<file path="src/rtl/count_uart_tx_if.sv">
// rtl/count_uart_tx_if.sv - stream-side signals of the counter UART transmitter
// The master drives the count and requests; the slave (transmitter) drives the line and status.
interface count_uart_tx_if;
   logic [7:0] count_in;
   logic       send_on_change;
   logic       start;
   logic       tx;
   logic       busy;
   logic       drop;

   modport master (
      output count_in,
      output send_on_change,
      output start,
      input  tx,
      input  busy,
      input  drop
   );

   modport slave (
      input  count_in,
      input  send_on_change,
      input  start,
      output tx,
      output busy,
      output drop
   );
endinterface

</file>
<file path="src/rtl/count_uart_tx.sv">
// rtl/count_uart_tx.sv - 8N1 UART transmitter for the counter value
// Frames go out on start, on a queued request, or when the count moves away from the last value sent.
module count_uart_tx #(
   parameter int CLKS_PER_BIT = 87
) (
   input  logic           clk,
   input  logic           rst_n,
   count_uart_tx_if.slave bus
);
   localparam int            CW        = (CLKS_PER_BIT > 1) ? $clog2(CLKS_PER_BIT) : 1;
   localparam logic [CW-1:0] BAUD_LAST = CW'(CLKS_PER_BIT - 1);

   typedef enum logic [1:0] {
      S_IDLE,
      S_START,
      S_DATA,
      S_STOP
   } state_t;

   state_t        state_q, state_d;
   logic [CW-1:0] baud_q, baud_d;
   logic [2:0]    bit_idx_q, bit_idx_d;
   logic [7:0]    shift_q, shift_d;
   logic [7:0]    last_sent_q, last_sent_d;
   logic          pending_q, pending_d;
   logic          tx_q, tx_d;
   logic          drop_q, drop_d;
   logic          busy;
   logic          baud_wrap;
   logic          trigger;

   always_ff @(posedge clk or negedge rst_n) begin
      if (!rst_n) begin
         state_q     <= S_IDLE;
         baud_q      <= '0;
         bit_idx_q   <= '0;
         shift_q     <= '0;
         last_sent_q <= '0;
         pending_q   <= 1'b0;
         tx_q        <= 1'b1;
         drop_q      <= 1'b0;
      end else begin
         state_q     <= state_d;
         baud_q      <= baud_d;
         bit_idx_q   <= bit_idx_d;
         shift_q     <= shift_d;
         last_sent_q <= last_sent_d;
         pending_q   <= pending_d;
         tx_q        <= tx_d;
         drop_q      <= drop_d;
      end
   end

   always_comb begin
      state_d     = state_q;
      baud_d      = baud_q;
      bit_idx_d   = bit_idx_q;
      shift_d     = shift_q;
      last_sent_d = last_sent_q;
      pending_d   = pending_q;
      tx_d        = tx_q;
      drop_d      = 1'b0;

      busy      = (state_q != S_IDLE);
      baud_wrap = (baud_q == BAUD_LAST);
      trigger   = bus.start | pending_q |
                  (bus.send_on_change & (bus.count_in != last_sent_q));

      // A request during a frame (including its last STOP cycle) is queued once; a second is dropped.
      if (busy && bus.start) begin
         if (pending_q) begin
            drop_d = 1'b1;
         end else begin
            pending_d = 1'b1;
         end
      end

      case (state_q)
         S_IDLE: begin
            tx_d      = 1'b1;
            baud_d    = '0;
            bit_idx_d = '0;
            if (trigger) begin
               shift_d     = bus.count_in;
               last_sent_d = bus.count_in;
               pending_d   = 1'b0;
               tx_d        = 1'b0;
               state_d     = S_START;
            end
         end

         S_START: begin
            if (baud_wrap) begin
               baud_d  = '0;
               tx_d    = shift_q[0];
               state_d = S_DATA;
            end else begin
               baud_d = baud_q + CW'(1);
            end
         end

         S_DATA: begin
            if (baud_wrap) begin
               baud_d = '0;
               if (bit_idx_q == 3'd7) begin
                  tx_d    = 1'b1;
                  state_d = S_STOP;
               end else begin
                  bit_idx_d = bit_idx_q + 3'd1;
                  shift_d   = {1'b0, shift_q[7:1]};
                  tx_d      = shift_q[1];
               end
            end else begin
               baud_d = baud_q + CW'(1);
            end
         end

         S_STOP: begin
            tx_d = 1'b1;
            if (baud_wrap) begin
               baud_d  = '0;
               state_d = S_IDLE;
            end else begin
               baud_d = baud_q + CW'(1);
            end
         end

         default: begin
            tx_d    = 1'b1;
            baud_d  = '0;
            state_d = S_IDLE;
         end
      endcase
   end

   assign bus.tx   = tx_q;
   assign bus.busy = busy;
   assign bus.drop = drop_q;
endmodule

</file>
<file path="src/flat_wrapper.sv">
// flat-port wrapper written by rule: the top's interface ports become plain ports
module count_uart_tx_flat 
#(
   parameter int CLKS_PER_BIT = 87
)
  (clk, rst_n, bus_count_in, bus_send_on_change, bus_start, bus_tx, bus_busy, bus_drop);
  count_uart_tx_if bus_i ();
  input  logic clk;
  input  logic rst_n;
  input wire logic [$bits(bus_i.count_in)-1:0] bus_count_in;
  input wire logic [$bits(bus_i.send_on_change)-1:0] bus_send_on_change;
  input wire logic [$bits(bus_i.start)-1:0] bus_start;
  output wire logic [$bits(bus_i.tx)-1:0] bus_tx;
  output wire logic [$bits(bus_i.busy)-1:0] bus_busy;
  output wire logic [$bits(bus_i.drop)-1:0] bus_drop;
  assign bus_i.count_in = bus_count_in;
  assign bus_i.send_on_change = bus_send_on_change;
  assign bus_i.start = bus_start;
  assign bus_tx = bus_i.tx;
  assign bus_busy = bus_i.busy;
  assign bus_drop = bus_i.drop;
  count_uart_tx #(.CLKS_PER_BIT(CLKS_PER_BIT)) u_core (.clk(clk), .rst_n(rst_n), .bus(bus_i));
endmodule
</file>
<file path="config.mk">
export PLATFORM = sky130hd
export DESIGN_NAME = count_uart_tx_flat
export DESIGN_NICKNAME = d
export VERILOG_FILES = /design/src/rtl/count_uart_tx_if.sv /design/src/rtl/count_uart_tx.sv /design/src/flat_wrapper.sv
export SDC_FILE = /design/constraint.sdc
export NUM_CORES = 1
export LEC_CHECK = 0
export BUFFER_PORTS_ARGS = -buffer_cell sky130_fd_sc_hd__buf_2
export CORE_MARGIN = 2
export CORE_UTILIZATION = 45
export CTS_BUF_LIST = sky130_fd_sc_hd__clkbuf_2 sky130_fd_sc_hd__clkbuf_4 sky130_fd_sc_hd__clkbuf_8
export CTS_CLUSTER_DIAMETER = 120
export CTS_CLUSTER_SIZE = 12
export DETAILED_ROUTE_END_ITERATION = 10
export HOLD_SLACK_MARGIN = 0.15
export PLACE_DENSITY = 0.7
export SYNTH_ARGS = -nofsm -noshare
export SYNTH_HDL_FRONTEND = slang
export SYNTH_SLANG_ARGS = --single-unit
</file>
<file path="constraint.sdc">
create_clock -name clk -period 3.2 [get_ports clk]
set_clock_uncertainty 0.1 [all_clocks]
set_input_delay 0 -clock clk [delete_from_list [all_inputs] [get_ports clk]]
set_output_delay 0 -clock clk [all_outputs]
set_load 0.02 [all_outputs]
</file>
==> impl_metrics.csv <==
group,metric,value,unit
critical_path,critPathMostFrequentCell,"ha_1",
routing,wl,2.84,mm
floorplan,num_rows,22,
critical_path,slowest_delay,410,ps
cells_and_area,syn2layout_area_growth,17.3,%
power,switching_share,34.7,%
floorplan,die-area,4190,µm²
cells_and_area,final_core_util,54.0,%
yosys,syn_area_per_cell,12.3,µm²
sta,slew_violations,0,
routing,via_per_inst,5.02,
sta,finalSetupTns,0,ps
global_route,track_usage,16.1,%
yosys,postSynthCellCount,135,
yosys,ys_seq_elements,31,
place,dp_hpwl,2.03,mm
yosys,synth_nets,155,
clocking,clk_latency,280,ps
power,irDropWorstVdd,0.493,mV
clocking,cts.reportedPaths.clkPinSlew,70,ps
sta,tightestPinTransition,678,ps
place,portBuffers,14,
power,leakage,0.855,nW
global_route,gr-total-overflow,0,
power,p_comb_share,42.4,%
global_route,grt_pass1_wl,5.20,mm
yosys,netlist-cell-type-count,31,
sta,max_slew_margin,54.8,%
global_route,antenna_found_initial,0,
outcome,run_status,"complete, no violations",
floorplan,io_pins,15,
global_route,grt_start_max_net_pins,32,
clocking,cts_tree,"yes",
floorplan,core-area,3610,µm²
floorplan,die_x,64.7,µm
critical_path,ff2ff_setup_slack,1000,ps
routing,num_vias,1065,
cells_and_area,layout.cells.non_filler,212,
clocking,cts-root-buf,"clkbuf_8",
yosys,yosysMostFrequentCell,"dfrtp_1",
clocking,cts_made_buffers,5,
routing,drtIter0Drc,35,
yosys,yosysWarnings,0,
clocking,clock_sinks,31,
floorplan,start_util,46.0,%
critical_path,crit_chain,"ha_1 > ha_1 > nor3_4 > mux2i_2 > a31oi_4 > mux2_2",
sta,whs,193,ps
critical_path,crit_buf_inv,0,
yosys,syn_area,1660,µm²
critical_path,crit_path_max_fanout,7,
sta,rsz0062_at_grt,"false",
cells_and_area,antenna_cells,0,
min_path,hold_class,"input pin to asynchronous set/reset pin",
place,dpl_cell_area,1750,µm²
critical_path,cp.arrival,2260,ps
floorplan,die_y,64.7,µm
sta,hold_viol_final,0,
flow_run,drv_cap,0,
critical_path,endpoint_kind,"flip-flop",
place,place.gp.congestion,0.775,
yosys,yosysTopAreaCellShare,45.2,%
global_route,grt_pass1_vias,1219,
critical_path,cp-start-kind,"flip-flop",
power,powerDensity,874,nW/µm²
cells_and_area,nets,183,
yosys,synth_flop_cell,"dfrtp_1",
critical_path,critical_path_class,"flip-flop to flip-flop",
yosys,ys_seq_area_share,46.8,%
critical_path,cp_top_family,"multiplexers",
yosys,synth_edf_count,0,
routing,antenna_left,0,
cells_and_area,design_area,1950,µm²
yosys,synth_common_cells,"dfrtp_1, mux2_2, nor2_1",
power,seq_power_share,39.3,%
yosys,async_flop_share,100,%
cells_and_area,final_layout_size_suffix_gt1_share,32.3,%
power,internal-power,1.11,mW
clocking,h-tree-depth,2,
clocking,cts_buffer_depth,2,
power,p_total,1.70,mW
routing,wl_per_cell,13.4,µm
power,p_clk_share,18.2,%
cells_and_area,fill_cells,308,
yosys,yosys.area.top_type,"dfrtp_1",
clocking,ctsResizeCount,0,
sta,final-setup-viol-count,0,
yosys,yosys-top-cells-area,"dfrtp_1, mux2_2, ha_1",
routing,post-route-drc-count,0,
place,place_ws,990,ps
place,placedCellCount,193,
sta,fin_ws,1000,ps
critical_path,cp.required,3270,ps
power,p_switching,589,µW
sta,finalCriticalPeriod,2200,ps
critical_path,slowest_stage,"dfrtp_1",
sta,fmax,0.455,GHz
routing,dr.pass1.iters,4,
sta,min_period_over_period,68.6,%
registers in the layout, indices dropped and copies added, names as in the netlist:
name                cells
u_core.baud_q           7
u_core.bit_idx_q        3
u_core.bus.drop         1
u_core.bus.tx           1
u_core.last_sent_q      8
u_core.pending_q        1
u_core.shift_q          8
u_core.state_q          2
layout by cell type, fill, tap and decap left out, types with 4 or more instances in the layout:
cell,instances
clkbuf_8,5
mux2_2,25
dfrtp_1,30
a22o_1,4
nor2_1,16
dlygate4sd3_1,11
inv_1,4
xnor2_1,11
nand2_1,5
ha_1,8
buf_2,14
cell families (layout without fill, tap and decap cells):
family,after synthesis,in the layout,share of synthesized area [%]
flip-flops,31,31,46.8
multiplexers,26,26,17.8
buffers and inverters,8,37,3.39
adder cells (fa/ha/maj),8,8,6.03
XOR/XNOR,14,14,7.39
AO/OA/AOI/OAI,14,14,7.24
AND/OR/NAND/NOR,34,34,11.3
metal layers:
metal  GRT usage, %  vias up  share of wire, %
li1               -      522                 -
met1           19.0      524                45
met2           28.2       14                50
met3           3.82        5               2.8
met4           6.38        0               1.4
met5              0        -                 0
what timing repair did:
item	4_1_cts	5_1_grt
buffers inserted	0	0
endpoints found under the hold margin	49	0
hold buffers	11	0
final cells by class:
type	instances	area [µm²]	area share, %
Clock buffer	7	83.8	4.31
Multi-Input combinational cell	96	826	42.4
Clock inverter	1	5.00	0.257
Inverter	4	15.0	0.771
Sequential cell	31	777	39.9
Tap cell	48	60.1	3.08
Timing Repair Buffer	25	180	9.25
worst paths after layout:
path | startpoint | to | cells after the start
worst max-delay path | u_core.bit_idx_q[0]$_DFFE_PN0P_ | u_core.shift_q[4]$_DFFE_PN0P_ | 6
worst max register to register | u_core.bit_idx_q[0]$_DFFE_PN0P_ | u_core.shift_q[4]$_DFFE_PN0P_ | 6
min in group clk | u_core.baud_q[0]$_DFF_PN0_ | u_core.baud_q[0]$_DFF_PN0_ | 1
worst min register to register | u_core.baud_q[0]$_DFF_PN0_ | u_core.baud_q[0]$_DFF_PN0_ | 1
max in group asynchronous | rst_n | u_core.last_sent_q[4]$_DFFE_PN0P_ | 2
worst min-delay path | rst_n | u_core.last_sent_q[7]$_DFFE_PN0P_ | 2
power by group through the flow:
stage               registers [mW]  logic [mW]  clock network, mW
floorplan                    0.663       0.622                  0
global placement             0.667       0.689                  0
detailed placement           0.677       0.719                  0
CTS                          0.671       0.732              0.319
global route                 0.695       0.812              0.330
finish                       0.669       0.722              0.310
worst register-to-register path: stages, from the launching register on:
cell and delay, ps:
dfrtp_1 410, ha_1 210, ha_1 240, nor3_4 290, mux2i_2 150, a31oi_4 310, mux2_2 380
Power figures use the tool's default switching activity.
